===== config.mk =====
export PLATFORM = sky130hd
export DESIGN_NAME = decode_stage_reg
export DESIGN_NICKNAME = d
export VERILOG_FILES = /design/src/rtl/decode_stage_reg.sv
export SDC_FILE = /design/constraint.sdc
export NUM_CORES = 1
export LEC_CHECK = 0
export BUFFER_PORTS_ARGS = -buffer_cell sky130_fd_sc_hd__clkbuf_2
export CAP_MARGIN = 20
export CELL_PAD_IN_SITES_DETAIL_PLACEMENT = 0
export CELL_PAD_IN_SITES_GLOBAL_PLACEMENT = 1
export CORE_MARGIN = 2
export CORE_UTILIZATION = 38
export CTS_BUF_LIST = sky130_fd_sc_hd__clkbuf_4 sky130_fd_sc_hd__clkbuf_8
export DETAILED_ROUTE_END_ITERATION = 16
export PLACE_DENSITY_LB_ADDON = 0.3
export SETUP_SLACK_MARGIN = 0.15
export SYNTH_ARGS = -nofsm -noshare
export SYNTH_HDL_FRONTEND = slang
export SYNTH_SLANG_ARGS = --single-unit

===== constraint.sdc =====
create_clock -name clk -period 1.7 [get_ports clk]
set_clock_uncertainty 0.1 [all_clocks]
set_input_delay 0.17 -clock clk [delete_from_list [all_inputs] [get_ports clk]]
set_output_delay 0.17 -clock clk [all_outputs]
set_load 0.01 [all_outputs]

===== src/rtl/decode_stage_reg.sv =====
// rtl/decode_stage_reg.sv - registered ID/EX decode slice with valid/ready skid buffer and flush
// Optional operand bypass from write-back is enabled with `define DECODE_BYPASS_EN.
module decode_stage_reg #(
  parameter int DATA_W = 32,
  parameter int WB_W   = 2,
  parameter int MEM_W  = 3,
  parameter int EXE_W  = 4,
  parameter int REG_W  = 5
) (
  input  logic                          clk,
  input  logic                          rst_n,
  input  logic                          flush,
  input  logic                          in_valid,
  output logic                          in_ready,
  input  logic [WB_W+MEM_W+EXE_W-1:0]   decoder_in,
  input  logic [DATA_W-1:0]             dataA_in,
  input  logic [DATA_W-1:0]             dataB_in,
  input  logic [31:0]                   instr_in,
  input  logic                          ls,
  input  logic                          zext,
`ifdef DECODE_BYPASS_EN
  input  logic                          wb_we,
  input  logic [REG_W-1:0]              wb_rd,
  input  logic [DATA_W-1:0]             wb_data,
`endif
  output logic                          out_valid,
  input  logic                          out_ready,
  output logic [WB_W-1:0]               WB_out,
  output logic [MEM_W-1:0]              MEM_out,
  output logic [EXE_W-1:0]              EXE_out,
  output logic [REG_W-1:0]              RS_out,
  output logic [REG_W-1:0]              RT_out,
  output logic [REG_W-1:0]              RD_out,
  output logic [DATA_W-1:0]             dataA_out,
  output logic [DATA_W-1:0]             dataB_out,
  output logic [DATA_W-1:0]             imm_out
);

  localparam int CW = WB_W + MEM_W + EXE_W;
  localparam int PW = CW + 3*REG_W + 3*DATA_W;

  logic [REG_W-1:0]  rs, rt, rd;
  logic [DATA_W-1:0] opa, opb, imm;
  logic [PW-1:0]     pay, or_q, sk_q;
  logic              or_v, sk_v, fire, accept;
  logic              unused_instr;

  assign rs = instr_in[21 +: REG_W];
  assign rt = instr_in[16 +: REG_W];
  assign rd = instr_in[11 +: REG_W];
  assign unused_instr = &{1'b0, instr_in[31:26]};

  always_comb begin
    opa = ls ? {{(DATA_W-5){1'b0}}, instr_in[25:21]} : dataA_in;
    opb = dataB_in;
`ifdef DECODE_BYPASS_EN
    if (wb_we && (wb_rd != '0)) begin
      if (!ls && (wb_rd == rs)) opa = wb_data;
      if (wb_rd == rt)          opb = wb_data;
    end
`endif
    imm = zext ? {{(DATA_W-16){1'b0}}, instr_in[15:0]}
               : {{(DATA_W-16){instr_in[15]}}, instr_in[15:0]};
  end

  assign pay    = {decoder_in, rs, rt, rd, opa, opb, imm};
  assign in_ready = !sk_v;
  assign fire   = or_v && out_ready;
  assign accept = in_valid && in_ready && !flush;

  // Control field is zeroed whenever OR goes empty so bubbles carry no side effects.
  always_ff @(posedge clk or negedge rst_n) begin
    if (!rst_n) begin
      or_q <= '0;
      sk_q <= '0;
      or_v <= 1'b0;
      sk_v <= 1'b0;
    end else if (flush) begin
      or_v <= 1'b0;
      sk_v <= 1'b0;
      or_q[PW-1 -: CW] <= '0;
    end else if (!or_v || fire) begin
      if (sk_v) begin
        or_q <= sk_q;
        or_v <= 1'b1;
        sk_v <= 1'b0;
      end else if (accept) begin
        or_q <= pay;
        or_v <= 1'b1;
      end else begin
        or_v <= 1'b0;
        or_q[PW-1 -: CW] <= '0;
      end
    end else if (accept) begin
      sk_q <= pay;
      sk_v <= 1'b1;
    end
  end

  assign out_valid = or_v;
  assign {WB_out, MEM_out, EXE_out, RS_out, RT_out, RD_out,
          dataA_out, dataB_out, imm_out} = or_q;

endmodule

### Word level (Yosys, flattened, before mapping)

Index checks and enable logic that the tools add are counted.

* bitwise operators: 2
* muxes and demuxes: 14
* reductions and logical operators: 12

Operators by type and width (number)
* 2-to-1 mux 120 bit: 2
* 2-to-1 mux 111 bit: 1
* 2-to-1 mux 32 bit: 2
* 2-to-1 mux 9 bit: 2
* 2-to-1 mux 1 bit: 7
* AND reduction 3 bit: 2
* nonzero test 2 bit: 2
* logical AND 1 bit: 3
* zero test 1 bit: 3
* nonzero test 3 bit: 1
* NOT 1 bit: 2
* logical OR 1 bit: 1

* output and inout port bits: 122
* flip-flop bits (word level): 242
* input port bits: 112

### Logic depth before layout (Yosys ltp)

* depth after elaboration: 7
* depth in mapped cells: 6
* mapped depth without buffers: 3

### Least setup slack after synthesis

No wires, ideal clock.

* kind: register to register
* start point: register sk_v
* end point: register sk_q[0]
* path slack: 0.034 ns
* library setup time: 0.128 ns
* path buffers: 1
* required time: 1.472 ns
* cell stages (with the launch flop): 5
* arrival time: 1.439 ns
* cells stage by stage: dfrtp_1 -> nor3b_4 -> nand2_2 -> buf_2 -> mux2_1

* word-level cells in the longest chain between the ends: 4

RTL lines
* start: declaration: RTL line 45 `logic or_v, sk_v, fire, accept;`
* start signal: assignment: RTL line 77 `sk_v <= 1'b0;`
* start signal: assignment: RTL line 80 `sk_v <= 1'b0;`
* start signal: assignment: RTL line 86 `sk_v <= 1'b0;`
* zero test 1 bit: RTL line 67 `assign in_ready = !sk_v;`
* logical AND 1 bit (2 in series): RTL line 69 `assign accept = in_valid && in_ready && !flush;`
* AND reduction 3 bit (no line)
* end signal: assignment: RTL line 95 `sk_q <= pay;`
* end: declaration: RTL line 44 `logic [PW-1:0] pay, or_q, sk_q;`

No other way between the ends.
A chain may end at the register's enable or synchronous reset.

### Worst setup path after layout

* start point: register sk_v
* end point: register or_q[56]

* word-level cells in the longest chain between the ends: 5
* elaborated cells on any way between the ends: 6
* those cells by class: mux: 1; reduce/logical: 5

RTL lines
* zero test 1 bit: RTL line 67
* logical AND 1 bit (2 in series): RTL line 69
* nonzero test 2 bit (no line)
* AND reduction 3 bit (no line)
* end signal: assignment: RTL line 84 `or_q <= sk_q;`
* end signal: assignment: RTL line 88 `or_q <= pay;`
* end: declaration: RTL line 44

Parallel ways exist; a longest one is shown, timed or not.

==> run_results.csv <==
group,metric,value,unit
synth,syn_nets,871,
timing,rsz0062_at_grt,"yes",
clocking,cts.clk_slew.worst_paths,0.06,ns
setup_path,cp-end-kind,"flop",
setup_path,slowest_stage,"dfrtp_4",
power_and_ir_drop,power.leakage,0.006508,uW
finish,final_cells,1458,
synth,synth_compound_area_share,13.83,%
floorplanning,die_w,156.6,um
drt,routed_via_density,5.022,
grt,grt_usage,22.24,%
worst_hold_path,hp-class,"in -> reg",
timing,setup_slack,-0.05713,ns
run,drv_cap,0,
finish,nets,1233,
synth,ys_ff_latch,202,
floorplanning,pin_count,234,
drt,firstDrtPassIters,4,
synth,yosysSeqAreaShare,57.13,%
floorplanning,core,22780,um^2
setup_path,required,1.99,ns
clocking,htree_num_levels,2,
place,io_buffers,227,
drt,ant_nets,0,
timing,slew_viol_final,0,
drt,remaining_drc_errors,0,
synth,synth-edff-count,0,
finish,diodes,0,
grt,grt_start_max_net_pins,61,
synth,synth_async_sr_flop_share,100.0,%
clocking,cts.sinks,202,
clocking,clkLatencyLatePin,0.51,ns
synth,synth_most_common_cell,"o21ai_0",
status,status,"finished, violations left",
setup_path,crit_fanout,7,
clocking,cts_made_buffers,37,
drt,drtIter0Drc,242,
setup_path,cp-start-kind,"flop",
synth,syn_avg_cell_area,11.66,um^2
timing,setup_viol,98,
grt,first_global_vias,7726,
finish,syn2layout_area_growth,56.09,%
grt,grt_pass1_wl,42.45,mm
synth,yosys.area_share.adder,0,%
synth,synth_commonest_cells,"211 x o21ai_0, 202 x dfrtp_1, 67 x mux2_1",
setup_path,crit_arrival,2.05,ns
floorplanning,die_area,24520,um^2
synth,synthSimpleGateAreaFrac,5.048,%
place,placed_area,10390,um^2
timing,slew_headroom,67.49,%
timing,final_hold_viol_count,0,
clocking,cts_root_buf,"clkbuf_8",
power_and_ir_drop,p_total,14300,uW
synth,synth.top_cell.area_share,57.13,%
clocking,clock_path_buffers,3,
synth,synth_area,8848,um^2
finish,regArea,5060,um^2
grt,antenna_found_initial,0,
floorplanning,fp.dieH,156.6,um
status,violations,"negative setup slack",
synth,synth_warnings,0,
timing,tightest_slew,0.4876,ns
timing,period_share,103.4,%
timing,period_needed,1.757,ns
synth,synth_xor_area_share,0,%
drt,vias,7322,
place,hpwlAfterDp,14.83,mm
grt,overflow,0,
clocking,cts_tree,"done",
place,gp_congestion,0.7311,
synth,synth_top_family_by_area,"multiplexers",
power_and_ir_drop,pwr_density_cell,1035,nW/um^2
place,dpl.cell_count,1247,
finish,drive_gt1_share,45.07,%
finish,multi_input_area,4041,um^2
drt,wl_per_cell,18.76,um
finish,nFillCells,1834,
synth,postSynthCellCount,759,
synth,synth_cell_types,21,
power_and_ir_drop,irDropWorstVdd,0.5527,mV
setup_path,crit_path_cell_trace,"buf_6 -> o21bai_4 -> nand2b_4 -> buf_16 -> buf_12 -> clkbuf_16 -> o21ai_2",
synth,ys.flop_type,"dfrtp_1",
timing,max_freq,569.1,MHz
drt,detail_route.wirelength,27.36,mm
synth,synth.area.mux_share,19.22,%
floorplanning,fp-row-count,55,
setup_path,max_stage_delay,0.51,ns
synth,synthTopCellsByArea,"dfrtp_1 57%, o21ai_0 12%, mux2_1 8.5%",
floorplanning,start_util,38.85,%
synth,synth_top_area_cell,"dfrtp_1",
finish,stdcell_area,13810,um^2
setup_path,worstSetupPathType,"reg -> reg",
==> placed cells by master (no fill, tap or decap), types with 21 or more instances in the layout <==
cell	n
clkbuf_2	225
o21ai_1	31
buf_16	21
clkbuf_8	42
dlygate4sd3_1	101
nand2b_1	28
o21ai_2	71
mux2_1	42
nand2_1	28
dfrtp_1	200
mux2i_1	62
o21ai_0	108
mux2_4	53
==> stage by stage <==
stage | hold WS (ns) | setup slack, ns | setup TNS (ns) | utilization (%)
floorplan | -0.2256 | 0.05878 | 0 | -
global placement | 0.009497 | 0.003086 | 0 | 45.62
detailed placement | 0.009232 | -0.04897 | -0.2171 | 45.62
CTS | 0.004300 | -0.07109 | -2.823 | 58.08
global route | 0.03451 | -0.1043 | -9.986 | 60.64
finish | 0.03856 | -0.05713 | -2.039 | 60.64
==> area by class of cell <==
type,count,area share [%]
Clock inverter,7,0.6160
Inverter,1,0.05435
Timing Repair Buffer,404,25.70
Tap cell,313,2.835
Multi-Input combinational cell,475,29.26
Clock buffer,56,4.901
Sequential cell,202,36.63
==> sequential cells by signal, indices dropped and copies added, names as in the netlist <==
name	count
or_q	100
sk_v	1
out_valid	1
sk_q	100
==> layer usage <==
metal	track usage, %	wire length, um	up-vias
met2	36.69	13160	209
met1	28.84	12130	3649
met4	6.597	499	0
li1	-	-	3422
met3	5.899	1570	42
met5	0	0	-
==> what timing repair did <==
action                                  CTS  global route
hold buffers                            101             0
hold endpoints to repair                378             0
gates resized for setup                 166           138
setup buffers                            23             3
cloned                                   17             4
pin swaps                                32            52
endpoints found under the setup margin  196           219
==> critical path: cells and delay by family (launching register included) <==
| family | cells | cell delay [ns] |
|---|---|---|
| buffers and inverters | 4 | 0.60 |
| DFF | 1 | 0.51 |
| AOI/OAI and AO/OA | 2 | 0.15 |
| and+or+nand+nor | 1 | 0.26 |
==> worst paths after layout <==
path,from,depth (start not counted),to,slack (ns)
max reg2reg,sk_v$_DFFE_PN0P_,7,or_q[56]$_DFFE_PN0P_,-0.06
min,flush,3,or_q[115]$_DFFE_PN0N_,0.04
max,sk_v$_DFFE_PN0P_,7,or_q[56]$_DFFE_PN0P_,-0.06
min in group asynchronous,rst_n,2,or_q[89]$_DFFE_PN0P_,0.05
min reg2reg,or_q[68]$_DFFE_PN0P_,1,or_q[68]$_DFFE_PN0P_,0.38
max in group asynchronous,rst_n,3,or_q[31]$_DFFE_PN0P_,0.80
==> logic make-up after synthesis <==
| family | count (synthesis) |
|---|---|
| AO/OA/AOI/OAI | 231 |
| multiplexers | 158 |
| flip-flops | 202 |
| buffers and inverters | 82 |
| AND/OR/NAND/NOR | 86 |
==> where the power goes <==
| group | total [uW] | switching (uW) | internal, uW |
|---|---|---|---|
| combinational | 3170 | 1470 | 1700 |
| clock | 4800 | 1960 | 2840 |
| sequential | 6330 | 543 | 5780 |
| total | 14300 | 3980 | 10300 |
(Power assumes the default switching activity.)
